==> config.mk <==
export PLATFORM = sky130hd
export DESIGN_NAME = pipeline_ctrl
export DESIGN_NICKNAME = d
export VERILOG_FILES = /design/src/rtl/tisc_pkg.sv /design/src/rtl/fwd_unit.sv /design/src/rtl/pipeline_ctrl.sv
export SDC_FILE = /design/constraint.sdc
export NUM_CORES = 1
export LEC_CHECK = 0
export CORE_MARGIN = 2
export CORE_UTILIZATION = 49
export DETAILED_ROUTE_END_ITERATION = 8
export MAX_ROUTING_LAYER = met4
export PLACE_DENSITY_LB_ADDON = 0.15
export SYNTH_ARGS = -nofsm -noshare
export SYNTH_HDL_FRONTEND = slang
export SYNTH_SLANG_ARGS = --single-unit
==> constraint.sdc <==
create_clock -name clk -period 2.8 [get_ports clk]
set_clock_uncertainty 0.1 [all_clocks]
set_input_delay 0.7 -clock clk [delete_from_list [all_inputs] [get_ports clk]]
set_output_delay 0.7 -clock clk [all_outputs]
set_load 0.005 [all_outputs]
==> src/rtl/tisc_pkg.sv <==
// Shared definitions for the TISC pipeline: widths, forwarding select codes
// and the control FSM state encoding.
package tisc_pkg;

   localparam int REG_ADDR_W = 4;
   localparam int DATA_W     = 8;

   typedef enum logic [1:0] {
      FWD_RF  = 2'b00,
      FWD_EX  = 2'b01,
      FWD_MEM = 2'b10,
      FWD_WB  = 2'b11
   } fwd_sel_e;

   typedef enum logic [1:0] {
      ST_RUN     = 2'b00,
      ST_MEMWAIT = 2'b01,
      ST_HALTED  = 2'b10,
      ST_ERROR   = 2'b11
   } ctrl_state_e;

endpackage

==> src/rtl/fwd_unit.sv <==
// Operand forwarding select for one ID/EX source register; the nearest
// producing stage wins, and a load in EX is never a forwarding source.
module fwd_unit
   import tisc_pkg::*;
(
   input  logic [REG_ADDR_W-1:0] rs,
   input  logic [REG_ADDR_W-1:0] ex_rd,
   input  logic                  ex_reg_write_en,
   input  logic                  ex_mem_read,
   input  logic [REG_ADDR_W-1:0] mem_rd,
   input  logic                  mem_reg_write_en,
   input  logic [REG_ADDR_W-1:0] wb_rd,
   input  logic                  wb_reg_write_en,
   output logic [1:0]            sel
);

   always_comb begin
      sel = FWD_RF;
      if (ex_reg_write_en && !ex_mem_read && (ex_rd == rs))
         sel = FWD_EX;
      else if (mem_reg_write_en && (mem_rd == rs))
         sel = FWD_MEM;
      else if (wb_reg_write_en && (wb_rd == rs))
         sel = FWD_WB;
   end

endmodule

==> src/rtl/pipeline_ctrl.sv <==
// Hazard and sequencing controller for the five-stage TISC pipeline: stage
// enables, bubble/flush controls, forwarding selects, memory wait FSM, halt.
module pipeline_ctrl
   import tisc_pkg::*;
#(
   parameter int MEM_TIMEOUT = 16,
   parameter int STALL_CNT_W = 16
) (
   input  logic                   clk,
   input  logic                   rst_n,
   input  logic [3:0]             id_rs1,
   input  logic [3:0]             id_rs2,
   input  logic                   id_uses_rs1,
   input  logic                   id_uses_rs2,
   input  logic [3:0]             ex_rd,
   input  logic                   ex_reg_write_en,
   input  logic                   ex_mem_read,
   input  logic [3:0]             mem_rd,
   input  logic                   mem_reg_write_en,
   input  logic [3:0]             wb_rd,
   input  logic                   wb_reg_write_en,
   input  logic                   branch_taken,
   input  logic                   mem_req,
   input  logic                   mem_ready,
   input  logic                   halt_i,
   output logic                   pc_en,
   output logic                   ifid_en,
   output logic                   idex_en,
   output logic                   exmem_en,
   output logic                   memwb_en,
   output logic                   ifid_flush,
   output logic                   idex_flush,
   output logic [1:0]             fwd_a,
   output logic [1:0]             fwd_b,
   output logic                   mem_err,
   output logic                   halted,
   output logic [STALL_CNT_W-1:0] stall_cycles
);

   localparam logic [7:0] TIMEOUT_CNT = 8'(MEM_TIMEOUT);

   ctrl_state_e      state, state_next;
   logic [7:0]       wait_cnt, wait_cnt_next;
   logic             load_use;
   logic [4:0]       en_c;      // {pc, ifid, idex, exmem, memwb}
   logic [1:0]       flush_c;   // {ifid, idex}
   logic [1:0]       fwd_a_c, fwd_b_c;

   assign load_use = ex_mem_read && ex_reg_write_en &&
                     ((id_uses_rs1 && (id_rs1 == ex_rd)) ||
                      (id_uses_rs2 && (id_rs2 == ex_rd)));

   // NOTE: every output of this block gets a default before any branch so no
   // path leaves a signal unassigned, which would otherwise infer a latch.
   always_comb begin
      state_next    = state;
      wait_cnt_next = wait_cnt;
      en_c          = '1;
      flush_c       = '0;
      unique case (state)
         ST_RUN: begin
            if (mem_req && !mem_ready) begin
               state_next    = ST_MEMWAIT;
               wait_cnt_next = 8'd1;
            end else if (halt_i) begin
               state_next = ST_HALTED;
            end
         end
         ST_MEMWAIT: begin
            if (mem_ready) begin
               state_next    = halt_i ? ST_HALTED : ST_RUN;
               wait_cnt_next = '0;
            end else begin
               wait_cnt_next = wait_cnt + 8'd1;
               if (wait_cnt_next == TIMEOUT_CNT)
                  state_next = ST_ERROR;
            end
         end
         ST_HALTED, ST_ERROR: ;
         default: state_next = ST_RUN;
      endcase

      // Freeze covers a pending wait, halt and error; the ready cycle of a
      // wait releases the pipeline combinationally.
      if ((state == ST_HALTED) || (state == ST_ERROR) ||
          (mem_req && !mem_ready && (state == ST_RUN)) ||
          ((state == ST_MEMWAIT) && !mem_ready)) begin
         en_c = '0;
      end else if (halt_i) begin
         en_c = '1;
      end else if (branch_taken) begin
         flush_c = 2'b11;
      end else if (load_use) begin
         en_c    = 5'b00111;
         flush_c = 2'b01;
      end
   end

   // NOTE: sequential state uses non-blocking assignments so every register
   // samples pre-edge values regardless of statement order.
   always_ff @(posedge clk or negedge rst_n) begin
      if (!rst_n) begin
         state    <= ST_RUN;
         wait_cnt <= '0;
      end else begin
         state    <= state_next;
         wait_cnt <= wait_cnt_next;
      end
   end

   always_ff @(posedge clk or negedge rst_n) begin
      if (!rst_n)
         stall_cycles <= '0;
      else if (!pc_en && !halted && (stall_cycles != '1))
         stall_cycles <= stall_cycles + 1'b1;
   end

   fwd_unit u_fwd_a (
      .rs               (id_rs1),
      .ex_rd            (ex_rd),
      .ex_reg_write_en  (ex_reg_write_en),
      .ex_mem_read      (ex_mem_read),
      .mem_rd           (mem_rd),
      .mem_reg_write_en (mem_reg_write_en),
      .wb_rd            (wb_rd),
      .wb_reg_write_en  (wb_reg_write_en),
      .sel              (fwd_a_c)
   );

   fwd_unit u_fwd_b (
      .rs               (id_rs2),
      .ex_rd            (ex_rd),
      .ex_reg_write_en  (ex_reg_write_en),
      .ex_mem_read      (ex_mem_read),
      .mem_rd           (mem_rd),
      .mem_reg_write_en (mem_reg_write_en),
      .wb_rd            (wb_rd),
      .wb_reg_write_en  (wb_reg_write_en),
      .sel              (fwd_b_c)
   );

   // Controls are forced quiet while reset is asserted, independent of clock.
   assign {pc_en, ifid_en, idex_en, exmem_en, memwb_en} = rst_n ? en_c : 5'b00000;
   assign {ifid_flush, idex_flush} = rst_n ? flush_c : 2'b00;
   assign fwd_a   = rst_n ? fwd_a_c : FWD_RF;
   assign fwd_b   = rst_n ? fwd_b_c : FWD_RF;
   assign halted  = (state == ST_HALTED) || (state == ST_ERROR);
   assign mem_err = (state == ST_ERROR);

endmodule

==> results.md, run 1 <==
* Outcome: complete, but fails checks
* Violated checks: negative setup slack
* Core area at 0.00342 mm^2
* Clock Power Share at 26.1%
* Vias in the first global route at roughly 1700
* Pint at 0.709 mW
* Clock Latency Late Sink at 330 ps
* Tcrit/Tclk final at 100%
* Max-Cap Viols at 0
* Antenna violations before repair at 0
* Routed vias/inst at 5.59
* Die X at approximately 64 um
* CTS Hold Bufs at 0
* Area contributors post-synth: dfrtp_1, xor2_1, xnor2_1
* Synth top cells by count: xor2_1, dfrtp_1, nand2_1, nand3_1, o21ai_0
* Fin cells at 331
* Net Switching at roughly 0.29 mW
* HP Class: reg2reg
* Primary FF master, synth: dfrtp_1
* Cell area after synthesis at around 0.0018 mm^2
* Mapped Avg Cell Area at around 9.3 um^2
* R2R depth at 9
* Maximum vdd drop at between 0.3 and 0.4 mV
* RSZ-0062 raised after global routing: true
* Number of CTS-inserted buffers at 3
* Post-route ant nets at 0
* EDFF count, synth at 0
* Layout cell share with drive strength beyond 1 at 32.6%
* Drc violations at 0
* Max Root-Sink Buffers at 2
* Worst-Margin Slew at 424 ps
* Final setup viols at 1
* Sw frac at 29.1%
* CP Launch Type: input pin
* Worst EP arrival at 2010 ps
* Slew Limit Headroom at 71.5%
* Sequential group share of total power at 45.4%
* Hold WS at 396 ps
* Area leader, netlist: dfrtp_1
* Slew Viols, Final at 0
* Fill count at 214
* Total Neg Setup Slack at -9.37 ps
* Initial Util at around 52%
* Iteration-0 DRC Markers at 147
* Pre-CTS WS at -667 ps
* CTS tree: built
* Worst hold path endpoint: stall_cycles[9]
* Wire per inst at ~16 um
* H-Tree Depth at 1
* Comb power frac at 28.4%
* Largest net degree at the start of global routing at 17
* Routability cong. at 0.861
* DRT Wirelength at 5430 um
* Via Count at 1851
* # IOs at 61
* Total die area at 0.00413 mm^2
* Synth top area share at between 30% and 40%
* Pleak at approximately 1.2 nW
* Clock-pin transition on the worst setup and hold timing paths at 150 ps
* Crit path from: mem_rd[2]
* Root buffer cell: clkbuf_4
* R2r setup slk at between 600 and 700 ps
* Count leader, synth: xor2_1
* DP Wirelength at roughly 3600 um
* First-pass GRT wire length at about 8300 um
* Kind of critical path: in2out
* Cells after Synth at about 190
* Syn Nets at 226
* Post-Place Cells at 315
* Critical path data required time at 2000 ps
* Warnings, synthesis at 0
* CP endpoint kind: primary output
* Clk sinks at 26
* Hold Path Depth at 1
* # nets final at 320
* Reg2reg end: stall_cycles[1]
* Peak Freq at roughly 360 MHz
* Min setup slack post-route at -9.37 ps
* Gr ovfl total at 0
* Share of synthesized registers carrying an async set or reset at 100%
* Synth unique cells at 37
* Pre-Repair DR Iteration Count at 5
* Row count at 21
* Die Y at roughly 64 um
* CP Max Fanout at 2
* Total track usage at between 20% and 30%
* Min Tclk post-route at between 2000 and 3000 ps
* Sequential element share of the synthesized area at 36.5%
* # port buffers at 60
* Area delta synth->final at 58.0%
* Diode count at 0
* P per Cell Area at 355 mW/mm^2
* Hold Vio Cnt, Final at 0
* Worst hold path startpoint: stall_cycles[9]
* R2r startpoint: state[0]
* Yosys reg bits at 26
* Final Power at 0.999 mW
[sequential cells by signal, summed over array words and instances (netlist names)]
| name | count |
|---|---|
| state | 2 |
| wait_cnt | 8 |
| stall_cycles | 16 |
[critical path, stage by stage]
cell and delay, ps:
dlygate4sd2_1 270, xor2_1 190, nor4_4 340, buf_4 170
a31oi_1 40, nor2_1 170, buf_2 140
[how the worst max path moves through the flow]
stage	end	slack, ps	cells after the start
final	fwd_a[1]	-9	7
after global routing	idex_flush	-60	7
after CTS	fwd_a[0]	0.09	7
after detailed placement	pc_en	-670	7
after global placement	ifid_en	-620	7
after floorplan	idex_flush	380	5
[cells by family after synthesis]
| logic type | synth area share (%) |
|---|---|
| muxes | 1.26 |
| adders and majority gates | 1.41 |
| DFF | 36.5 |
| buffers and inverters | 3.37 |
| AOI/OAI and AO/OA | 11.1 |
| and+or+nand+nor | 26.2 |
| xor gates and xnor gates | 20.1 |
[stage by stage]
stage / util (%) / area, um^2
3_3_place_gp: 75.5 / 2580
6_report: 82.3 / 2810
2_1_floorplan: - / 1780
3_5_place_dp: 75.5 / 2580
4_1_cts: 80.8 / 2760
5_1_grt: 82.3 / 2810
[power groups by stage]
stage	logic [mW]	registers (mW)	clock network, mW
after floorplan	0.0933	0.453	0
after global placement	0.246	0.459	0
after detailed placement	0.251	0.459	0
after CTS	0.269	0.454	0.264
after global routing	0.310	0.460	0.278
final	0.284	0.454	0.261
[placed cells by master, fill, tap and decap left out, types with 7 or more instances in the layout]
cell type and instances:
nand2_1 17, xor2_1 17, nor2_1 7, nand3_1 15, xnor2_1 9, buf_4 31, buf_2 12, dfrtp_1 26
o21ai_0 13, xor2_2 10, dlygate4sd2_1 8, clkdlybuf4s50_1 27
[metal layers]
layer / global-route usage [%] / vias up / share of wire (%)
met5: - / - / 0
met4: 6.65 / 0 / 1.7
met3: 3.35 / 10 / 5.9
met2: 44.5 / 88 / 51
met1: 34.3 / 891 / 42
li1: - / 862 / -
[what timing repair did]
action                                  in CTS  in global routing
buffers inserted                            11                  1
pin swaps                                   16                 14
gates resized for setup                     92                 29
endpoints found under the setup margin      11                  8
[cell type report]
type | instances | area, um^2 | share of cell area [%]
Multi-Input combinational cell | 154 | 1230 | 43.8
Timing Repair Buffer | 96 | 802 | 28.5
Sequential cell | 26 | 651 | 23.1
Tap cell | 46 | 57.6 | 2.05
Clock inverter | 1 | 30.0 | 1.07
Clock buffer | 3 | 22.5 | 0.801
Inverter | 5 | 18.8 | 0.667
Note: power is estimated with default switching activity, not from simulation.
==> run 2: changes to the inputs <==
--- a/config.mk
+++ b/config.mk
@@ -8,6 +8,7 @@
 export CORE_MARGIN = 2
 export CORE_UTILIZATION = 49
 export DETAILED_ROUTE_END_ITERATION = 8
+export GPL_TIMING_DRIVEN = 0
 export MAX_ROUTING_LAYER = met4
 export PLACE_DENSITY_LB_ADDON = 0.15
 export SYNTH_ARGS = -nofsm -noshare
==> run 2 against run 1 <==
Compared with the run above:
- register-to-register slack improved by 40 ps
- critical path depth fell by 1
- the flow still finishes with violations (negative setup slack)
- clock-buffer cell count did not move
- wire length fell by 11%
- sequential share of layout area rose by 1.2 points
- combinational power fell by 11%
- sequential power barely moved
- power fell by 3.3%
- highest routed layer unchanged
- via count fell by 6.8%
==> results.md, run 2 (same netlist as run 1, synthesis figures left out) <==
* Outcome: complete, but fails checks
* Violated checks: negative setup slack
* R2r setup slk at 660 ps
* Post-Place Cells at 298
* Row count at 21
* Slew Viols, Final at 0
* FF/Latch Area at 651 um^2
* First-pass GRT wire length at approximately 7600 um
* CP endpoint kind: primary output
* Total Neg Setup Slack at -25.5 ps
* CTS Hold Bufs at 0
* R2r startpoint: stall_cycles[0]
* Kind of critical path: in2out
* Reg2reg end: stall_cycles[7]
* Number of CTS-inserted buffers at 3
* Post-route ant nets at 0
* Regs by FF count: stall_cycles: 16 flops, wait_cnt: 8 flops, state: 2 flops
* Dpl cell area at 0.00244 mm^2
* Max-Cap Viols at 0
* Slew Limit Headroom at a little under 70%
* Area delta synth->final at 50.5%
* CP Max Fanout at 3
* HP Class: in2async
* Final instance area at 0.00268 mm^2
* Hold WS at 176 ps
* Initial Util at 52.1%
* Wire per inst at 15.4 um
* Gr ovfl total at 0
* R2R depth at 7
* Pint at approximately 0.69 mW
* Clock-pin transition on the worst setup and hold timing paths at 140 ps
* Diode count at 0
* Fin cells at 314
* Comb power frac at 26.3%
* Final Power at 0.965 mW
* P per Cell Area at between 300 and 400 mW/mm^2
* Worst EP arrival at 2030 ps
* CTS tree: built
* # IOs at 61
* Final setup viols at 1
* Layout cell share with drive strength beyond 1 at 24.6%
* Commonest non-fill, non-tap cells in the layout: clkdlybuf4s50_1, dfrtp_1, xor2_1, buf_4, nand2_1
* Min Tclk post-route at 2830 ps
* Clock Power Share at 26.8%
* Sequential group share of total power at 46.9%
* Max Root-Sink Buffers at 2
* Multi-input logic area at 0.00123 mm^2
* Total die area at 0.00413 mm^2
* # port buffers at 60
* Vias in the first global route at 1647
* Tcrit/Tclk final at 101%
* Via Count at between 1500 and 2000
* Routed vias/inst at ~5.5
* CP Launch Type: input pin
* Drc violations at 0
* Peak Freq at roughly 350 MHz
* Routability cong. at 0.874
* Clk sinks at 26
* Iteration-0 DRC Markers at 70
* DRT Wirelength at 4850 um
* Worst-Margin Slew at between 400 and 500 ps
* Die Y at 64.3 um
* Pre-CTS WS at -1470 ps
* Root buffer cell: clkbuf_4
* Pre-Repair DR Iteration Count at 4
* DP Wirelength at 3230 um
* Largest net degree at the start of global routing at 32
* Clock Latency Late Sink at approximately 320 ps
* Total track usage at 24.1%
* # nets final at 303
* Net Switching at 0.278 mW
* Most flops, register: stall_cycles
* Final Util at 78.4%
* Core area at 0.00342 mm^2
* Maximum vdd drop at 0.293 mV
* Sw frac at 28.8%
* Die X at 64.3 um
* Number of flip-flops in the largest register at 16
* Antenna violations before repair at 0
* Critical path data required time at 2000 ps
* Hold Vio Cnt, Final at 0
* Pleak at 1.14 nW
* RSZ-0062 raised after global routing: true
* H-Tree Depth at 1
* Fill count at roughly 230
* Min setup slack post-route at -25.5 ps
==> run 2: cell types whose count changed in the layout (fill, tap and decap cells not counted), sizes merged <==
cell	change
buf	-17
dlygate4sd2	+6
clkdlybuf4s50	-1
clkdlybuf4s15	-5
==> run 2: how the worst max path moves through the flow <==
| stage | start | depth (start not counted) | to | slack (ps) |
|---|---|---|---|---|
| global placement | rst_n | 5 | pc_en | -1470 |
| floorplan | id_rs2[1] | 5 | idex_flush | 380 |
| finish | ex_reg_write_en | 6 | fwd_a[1] | -30 |
| global route | ex_rd[1] | 8 | idex_flush | -80 |
| detailed placement | rst_n | 5 | pc_en | -1470 |
| CTS | branch_taken | 5 | pc_en | -220 |
==> run 2: timing repair <==
action / in CTS / in global routing
setup endpoints to repair: 27 / 8
pin swaps: 19 / 8
gates resized for setup: 113 / 11
setup buffers: 10 / 3
==> run 2: layer usage <==
metal  vias up  wire [um]  part of all wire [%]  track usage, %
met1       821       2010                    41            31.4
met5         -          0                     0               -
met3        12        284                   5.9            2.11
met2        63       2430                    50            39.2
met4         0        125                   2.6            9.04
li1        829          -                     -               -
==> run 2: power by group through the flow <==
stage / logic, mW / clock network [mW] / registers, mW
2_1_floorplan: 0.0933 / 0 / 0.453
3_3_place_gp: 0.225 / 0 / 0.457
3_5_place_dp: 0.228 / 0 / 0.459
4_1_cts: 0.246 / 0.267 / 0.453
5_1_grt: 0.282 / 0.285 / 0.461
6_report: 0.254 / 0.259 / 0.452
==> run 2: layout make-up <==
type                       count  share of cell area, %
clock inverter                 1                   1.12
sequential                    26                   24.3
buffer                         7                   1.54
tap                           46                   2.15
timing repair buffer          72                   23.3
multi-input combinational    154                   46.0
inverter                       5                  0.794
clock buffer                   3                  0.841
==> run 2: critical path: stages <==
cell and delay (ps):
clkdlybuf4s50_1 520, nor2b_1 290, nand2_1 130, nand2_1 90, nor2_1 40, dlygate4sd2_1 260
==> run 3: changes to the inputs <==
--- a/config.mk
+++ b/config.mk
@@ -6,8 +6,9 @@
 export NUM_CORES = 1
 export LEC_CHECK = 0
 export CORE_MARGIN = 2
-export CORE_UTILIZATION = 49
+export CORE_UTILIZATION = 50
 export DETAILED_ROUTE_END_ITERATION = 8
+export DONT_BUFFER_PORTS = 1
 export GPL_TIMING_DRIVEN = 0
 export MAX_ROUTING_LAYER = met4
 export PLACE_DENSITY_LB_ADDON = 0.15
==> constraint.sdc (replaced) <==
create_clock -name clk -period 2.8 [get_ports clk]
set_clock_uncertainty 0.1 [all_clocks]
set_input_delay 0.7 -clock clk [delete_from_list [all_inputs] [get_ports clk]]
set_output_delay 0.7 -clock clk [all_outputs]
set_load 0.02 [all_outputs]
==> run 3 against run 2 <==
Compared with the run above:
- the flow now finishes without violations
- non-clock buffer count down 71
- maximum frequency up 4.6%
- design area decreased by 29%
- clock-buffer cell count is 1 higher
- utilization fell by 22 points
- worst hold slack worse by 120 ps
- power decreased by 17%
- final cell count is 23% lower
- critical endpoint is now idex_flush
- highest routed layer unchanged
==> results.md, run 3 (same netlist as run 1, synthesis figures left out) <==
* Outcome: finished, final reports clean
* Hold WS at roughly 60 ps
* Regs by FF count: stall_cycles: 16 flops, wait_cnt: 8 flops, state: 2 flops
* Pleak at 0.738 nW
* # IOs at 61
* Gr ovfl total at 0
* Wire per inst at 15.7 um
* Min setup slack post-route at slightly below 100 ps
* Die Y at 63.7 um
* Max Root-Sink Buffers at 2
* Pre-CTS WS at -59.1 ps
* CP Max Fanout at 3
* Routed vias/inst at 5.83
* Comb power frac at 15.8%
* Critical path data required time at 2000 ps
* CTS tree: built
* Kind of critical path: in2out
* CP endpoint kind: primary output
* Core area at 0.00339 mm^2
* Row count at 21
* Post-route ant nets at 0
* Number of CTS-inserted buffers at 3
* H-Tree Depth at 1
* Vias in the first global route at 1380
* Top delay family on crit path: simple AND/OR/NAND/NOR gates
* Die X at 63.7 um
* P per Cell Area at approximately 420 mW/mm^2
* Diode count at 0
* Fill count at a little under 300
* Post-Place Cells at 238
* Clock-pin transition on the worst setup and hold timing paths at 140 ps
* R2r setup slk at approximately 530 ps
* Crit path buf inv count at 0
* Worst-Margin Slew at 452 ps
* Sequential group share of total power at 60.0%
* Via Count at around 1400
* Peak Freq at roughly 370 MHz
* Total die area at 0.00405 mm^2
* Commonest non-fill, non-tap cells in the layout: xor2_1, dfrtp_1, nand2_1
* CP peak stage delay at 350 ps
* Pre-Repair DR Iteration Count at 4
* # nets final at about 230
* DRT Wirelength at 3810 um
* Most flops, register: stall_cycles
* Clock Latency Late Sink at 330 ps
* Largest net degree at the start of global routing at 27
* Clock Power Share at 24.2%
* Sw frac at about a third
* HP Class: in2async
* Number of flip-flops in the largest register at 16
* Maximum vdd drop at 0.257 mV
* DP Wirelength at 2990 um
* Initial Util at 52.5%
* Slowest CP cell: nor4_4
* CP Launch Type: input pin
* Critical Path End: idex_flush
* # port buffers at 0
* Final Power at 0.804 mW
* Slew Limit Headroom at approximately 70%
* R2r startpoint: stall_cycles[0]
* First-pass GRT wire length at 6290 um
* Antenna violations before repair at 0
* Min Tclk post-route at about 2700 ps
* Area delta synth->final at 7.38%
* CP Depth at 5
* Cells along the critical path: xor2_1, nor4_4, a22o_1, a31oi_1, nor3_2
* Root buffer cell: clkbuf_4
* Max-Cap Viols at 0
* Most common cell after layout, fill and taps aside: xor2_1
* Reg2reg end: stall_cycles[7]
* Total track usage at 20.2%
* Pint at about 0.54 mW
* Drc violations at 0
* Clk sinks at 26
* Layout cell share with drive strength beyond 1 at 10.7%
* Net Switching at 0.261 mW
* Fin cells at 243
* Hold Vio Cnt, Final at 0
* RSZ-0062 raised after global routing: false
* Crit path from: id_rs2[1]
* Slew Viols, Final at 0
* Routability cong. at 0.854
* R2R depth at 7
* Final setup viols at 0
* Iteration-0 DRC Markers at 66
* Tcrit/Tclk final at 96.5%
* Worst EP arrival at 1900 ps
==> run 3: how the worst min path moves through the flow <==
stage	depth (start not counted)	to	start	slack, ps
after floorplan	0	stall_cycles[0]	rst_n	300
after global placement	0	stall_cycles[15]	rst_n	310
after detailed placement	0	stall_cycles[14]	rst_n	310
after CTS	1	stall_cycles[14]	rst_n	60
after global routing	1	stall_cycles[14]	rst_n	40
final	1	stall_cycles[14]	rst_n	60
==> run 3: final cells by class <==
class	instances	area (um^2)	area share, %
buffer	7	41.3	2.16
clock buffer	4	36.3	1.90
inverter	5	18.8	0.982
multi-input combinational	154	1090	56.9
sequential	26	651	34.0
tap	46	57.6	3.01
timing repair buffer	1	20.0	1.05
==> run 3: layer usage <==
layer / global-route usage (%) / part of all wire, %
met1: 24.6 / 44
met2: 32.5 / 49
met3: 6.25 / 6.5
met4: 5.43 / 0.47
met5: - / 0
==> run 3: stage by stage <==
step	util, %	TNS (ps)	cell area (um^2)
final	56.4	0	1910
after floorplan	-	0	1780
after global placement	54.2	-42.1	1840
after detailed placement	54.2	-59.1	1840
after CTS	56.0	-136	1900
after global routing	56.4	0	1910
==> run 3: power by group through the flow <==
stage / Combinational, mW / Clock, mW / Sequential, mW
detailed placement: 0.116 / 0 / 0.490
finish: 0.127 / 0.194 / 0.482
floorplan: 0.0991 / 0 / 0.478
global route: 0.146 / 0.218 / 0.489
global placement: 0.111 / 0 / 0.488
CTS: 0.128 / 0.202 / 0.483
==> run 3: repair_timing <==
action / 4_1_cts / 5_1_grt
setup buffers: 0 / 0
endpoints found under the hold margin: 26 / 0
pin swaps: 0 / 0
hold buffers: 1 / 0
resized for setup: 1 / 3
endpoints found under the setup margin: 3 / 4
==> run 3: worst register-to-register path: stages (launching register included) <==
cell	delay (ps)
dfrtp_1	570
ha_1	230
nand3_1	150
nor4_1	480
a211oi_2	120
buf_4	200
nor3b_2	160
xor2_1	150
==> patch: new RTL, settings of run 2 <==
The 4 states of `ctrl_state_e` get a Gray code encoding in 2 bits.
--- a/src/rtl/tisc_pkg.sv
+++ b/src/rtl/tisc_pkg.sv
@@ -15,8 +15,8 @@
    typedef enum logic [1:0] {
       ST_RUN     = 2'b00,
       ST_MEMWAIT = 2'b01,
-      ST_HALTED  = 2'b10,
-      ST_ERROR   = 2'b11
+      ST_HALTED  = 2'b11,
+      ST_ERROR   = 2'b10
    } ctrl_state_e;
 
 endpackage
Behaviour: no difference found for any inputs over 10 cycles, from zero or initial values and one cycle with rst_n low; not proved beyond that.
==> patch against run 2 <==
- routed wire length down 7.2%
- synthesized area down 3.3%
- worst setup slack improved by 0.073 ns
- sequential cell count did not move
- sequential power is 2% lower
- total power shrank 5.2%
- maximum frequency is 2.7% higher
- critical path type unchanged
- combinational power shrank 14%
- final area down 6.2%
==> patch: results (changes against run 2) <==
[timing]
slew_violations = 0  ; unchanged
holdWs_ns = 0.169  ; was 0.176 ns
tightest_slew_ns = 0.747  ; was 0.490 ns
period_minus_slack_ns = 2.75  ; was 2.83 ns

[critical_path]
r2r_end = stall_cycles[3]$_DFFE_PN0P_  ; was stall_cycles[7]$_DFFE_PN0P_
critPathMaxStageDelay_ns = 0.32  ; was 0.52 ns
crit_path_end = fwd_b[0]  ; was fwd_a[1]
rr_startpoint = stall_cycles[0]$_DFFE_PN0P_  ; unchanged
r2r_slack_ns = 0.39  ; was 0.66 ns
worstPathMaxFanout = 3  ; unchanged
critPathSlowestCell = nor4_4  ; was clkdlybuf4s50_1
rr_worst_depth = 8  ; was 7
cp_common_cell = buf_2  ; was nand2_1
critPathLaunch = id_rs2[2]  ; was ex_reg_write_en
cp.arrival_ns = 1.95  ; was 2.03 ns

[drt]
viasPerCell = 5.35  ; was 5.49
ant_nets = 0  ; unchanged
first_pass_iters = 4  ; unchanged
routed_wl_um = 4500  ; was 4850 um
vias = 1659  ; was 1725
drt-initial-drc-count = 141  ; was 70

[synthesis]
synth_area_per_cell_um2 = 8.92  ; was 9.27 um2
syn_nets = 227  ; was 226
yosysSeqAreaShare_pct = 37.8  ; was 36.5%
ys_types = 33  ; was 37
synthTopCellsByCount = dfrtp_1, xor2_1, nand2_1  ; was xor2_1, dfrtp_1, nand2_1
yosys_warnings = 0  ; unchanged
ys_async_sr_fraction_pct = 100  ; unchanged
ys.flop_type = dfrtp_1  ; unchanged
synth_area_leaders = dfrtp_1, xor2_1, xnor2_1, nand2_1, o21ai_0  ; was dfrtp_1, xor2_1, xnor2_1, nand3_1, o21ai_0

[place]
place_worst_setup_slack_ns = -1.39  ; was -1.47 ns
dp_cells = 299  ; was 298
place.detailed.hpwl_um = 3140  ; was 3230 um
placed_cell_area_mm2 = 0.00238  ; was 0.00244 mm2
io_buffers = 60  ; unchanged
gp_congestion = 0.764  ; was 0.874

[cts]
root_buffer = clkbuf_4  ; unchanged
cts_buffer_depth = 2  ; unchanged
htreeDepth = 1  ; unchanged
cts_buffers = 3  ; unchanged
clk_pin_slew_ns = 0.14  ; about the same
clk_latency_ns = 0.32  ; about the same

[global_route]
grt_antenna_before_repair = 1  ; was 0
grt_pass1_vias = 1627  ; was 1647
track_usage_pct = 23.0  ; was 24.1%
grt_pass1_wl_um = 7200  ; was 7640 um
grt_max_degree = 32  ; unchanged
grt_overflow = 0  ; unchanged

[cells_and_area]
drive_above_1_share_pct = 19.8  ; was 24.6%
fill_cells = 277  ; was 229
reg.largest.list = stall_cycles (16), wait_cnt (8), state (2)  ; unchanged

[pwr]
power_leakage_nw = 1.16  ; was 1.14 nW
peakVddDrop_mv = 0.376  ; was 0.293 mV
power_density_mw_per_mm2 = 364  ; was 360 mW/mm2

[min_path]
hold_class = in2async  ; unchanged

[status]
status = complete, no violations  ; was complete, but fails checks

[floorplan]
core_area_mm2 = 0.00336  ; was 0.00342 mm2

patch: power breakdown:
group | switching (mW) | leakage, nW | internal (mW)
Clock | 0.109 | 0.0279 | 0.145
Combinational | 0.103 | 0.788 | 0.116
Sequential | 0.0383 | 0.347 | 0.403
Total | 0.251 | 1.16 | 0.664
patch: cell type report:
class | instances | share of cell area, %
Buffer | 8 | 1.79
Clock inverter | 1 | 1.20
Sequential cell | 26 | 25.9
Multi-Input combinational cell | 154 | 44.7
Inverter | 5 | 0.747
Antenna cell | 1 | 0.0996
Tap cell | 46 | 2.29
Clock buffer | 3 | 0.896
Timing Repair Buffer | 66 | 22.4
patch: critical path: cells and delay by family:
kind,cells,cell delay [ns]
buf+inv,3,0.43
simple gates,3,0.52
compound gates,1,0.11
xor+xnor,1,0.19
patch: layer usage:
| metal | vias to the layer above | part of all wire (%) | global-route usage (%) |
|---|---|---|---|
| li1 | 817 | - | - |
| met1 | 793 | 41 | 27.6 |
| met2 | 43 | 54 | 40.6 |
| met3 | 6 | 4.0 | 4.29 |
| met4 | 0 | 1.3 | 4.35 |
| met5 | - | 0 | - |
patch: cell families after synthesis:
| kind of cell | Yosys count | synth area share (%) |
|---|---|---|
| muxes | 1 | 0.654 |
| xor gates and xnor gates | 40 | 20.3 |
| buffers and inverters | 13 | 3.71 |
| adders and majority gates | 2 | 1.45 |
| and+or+nand+nor | 79 | 24.4 |
| AOI/OAI and AO/OA | 32 | 11.6 |
| DFF | 26 | 37.8 |
patch: repair_timing:
item                       in CTS  in global routing
pin swaps                      17                 15
resized for setup              80                 28
setup endpoints to repair      27                 14
buffers inserted                6                  1
cloned                          0                  0
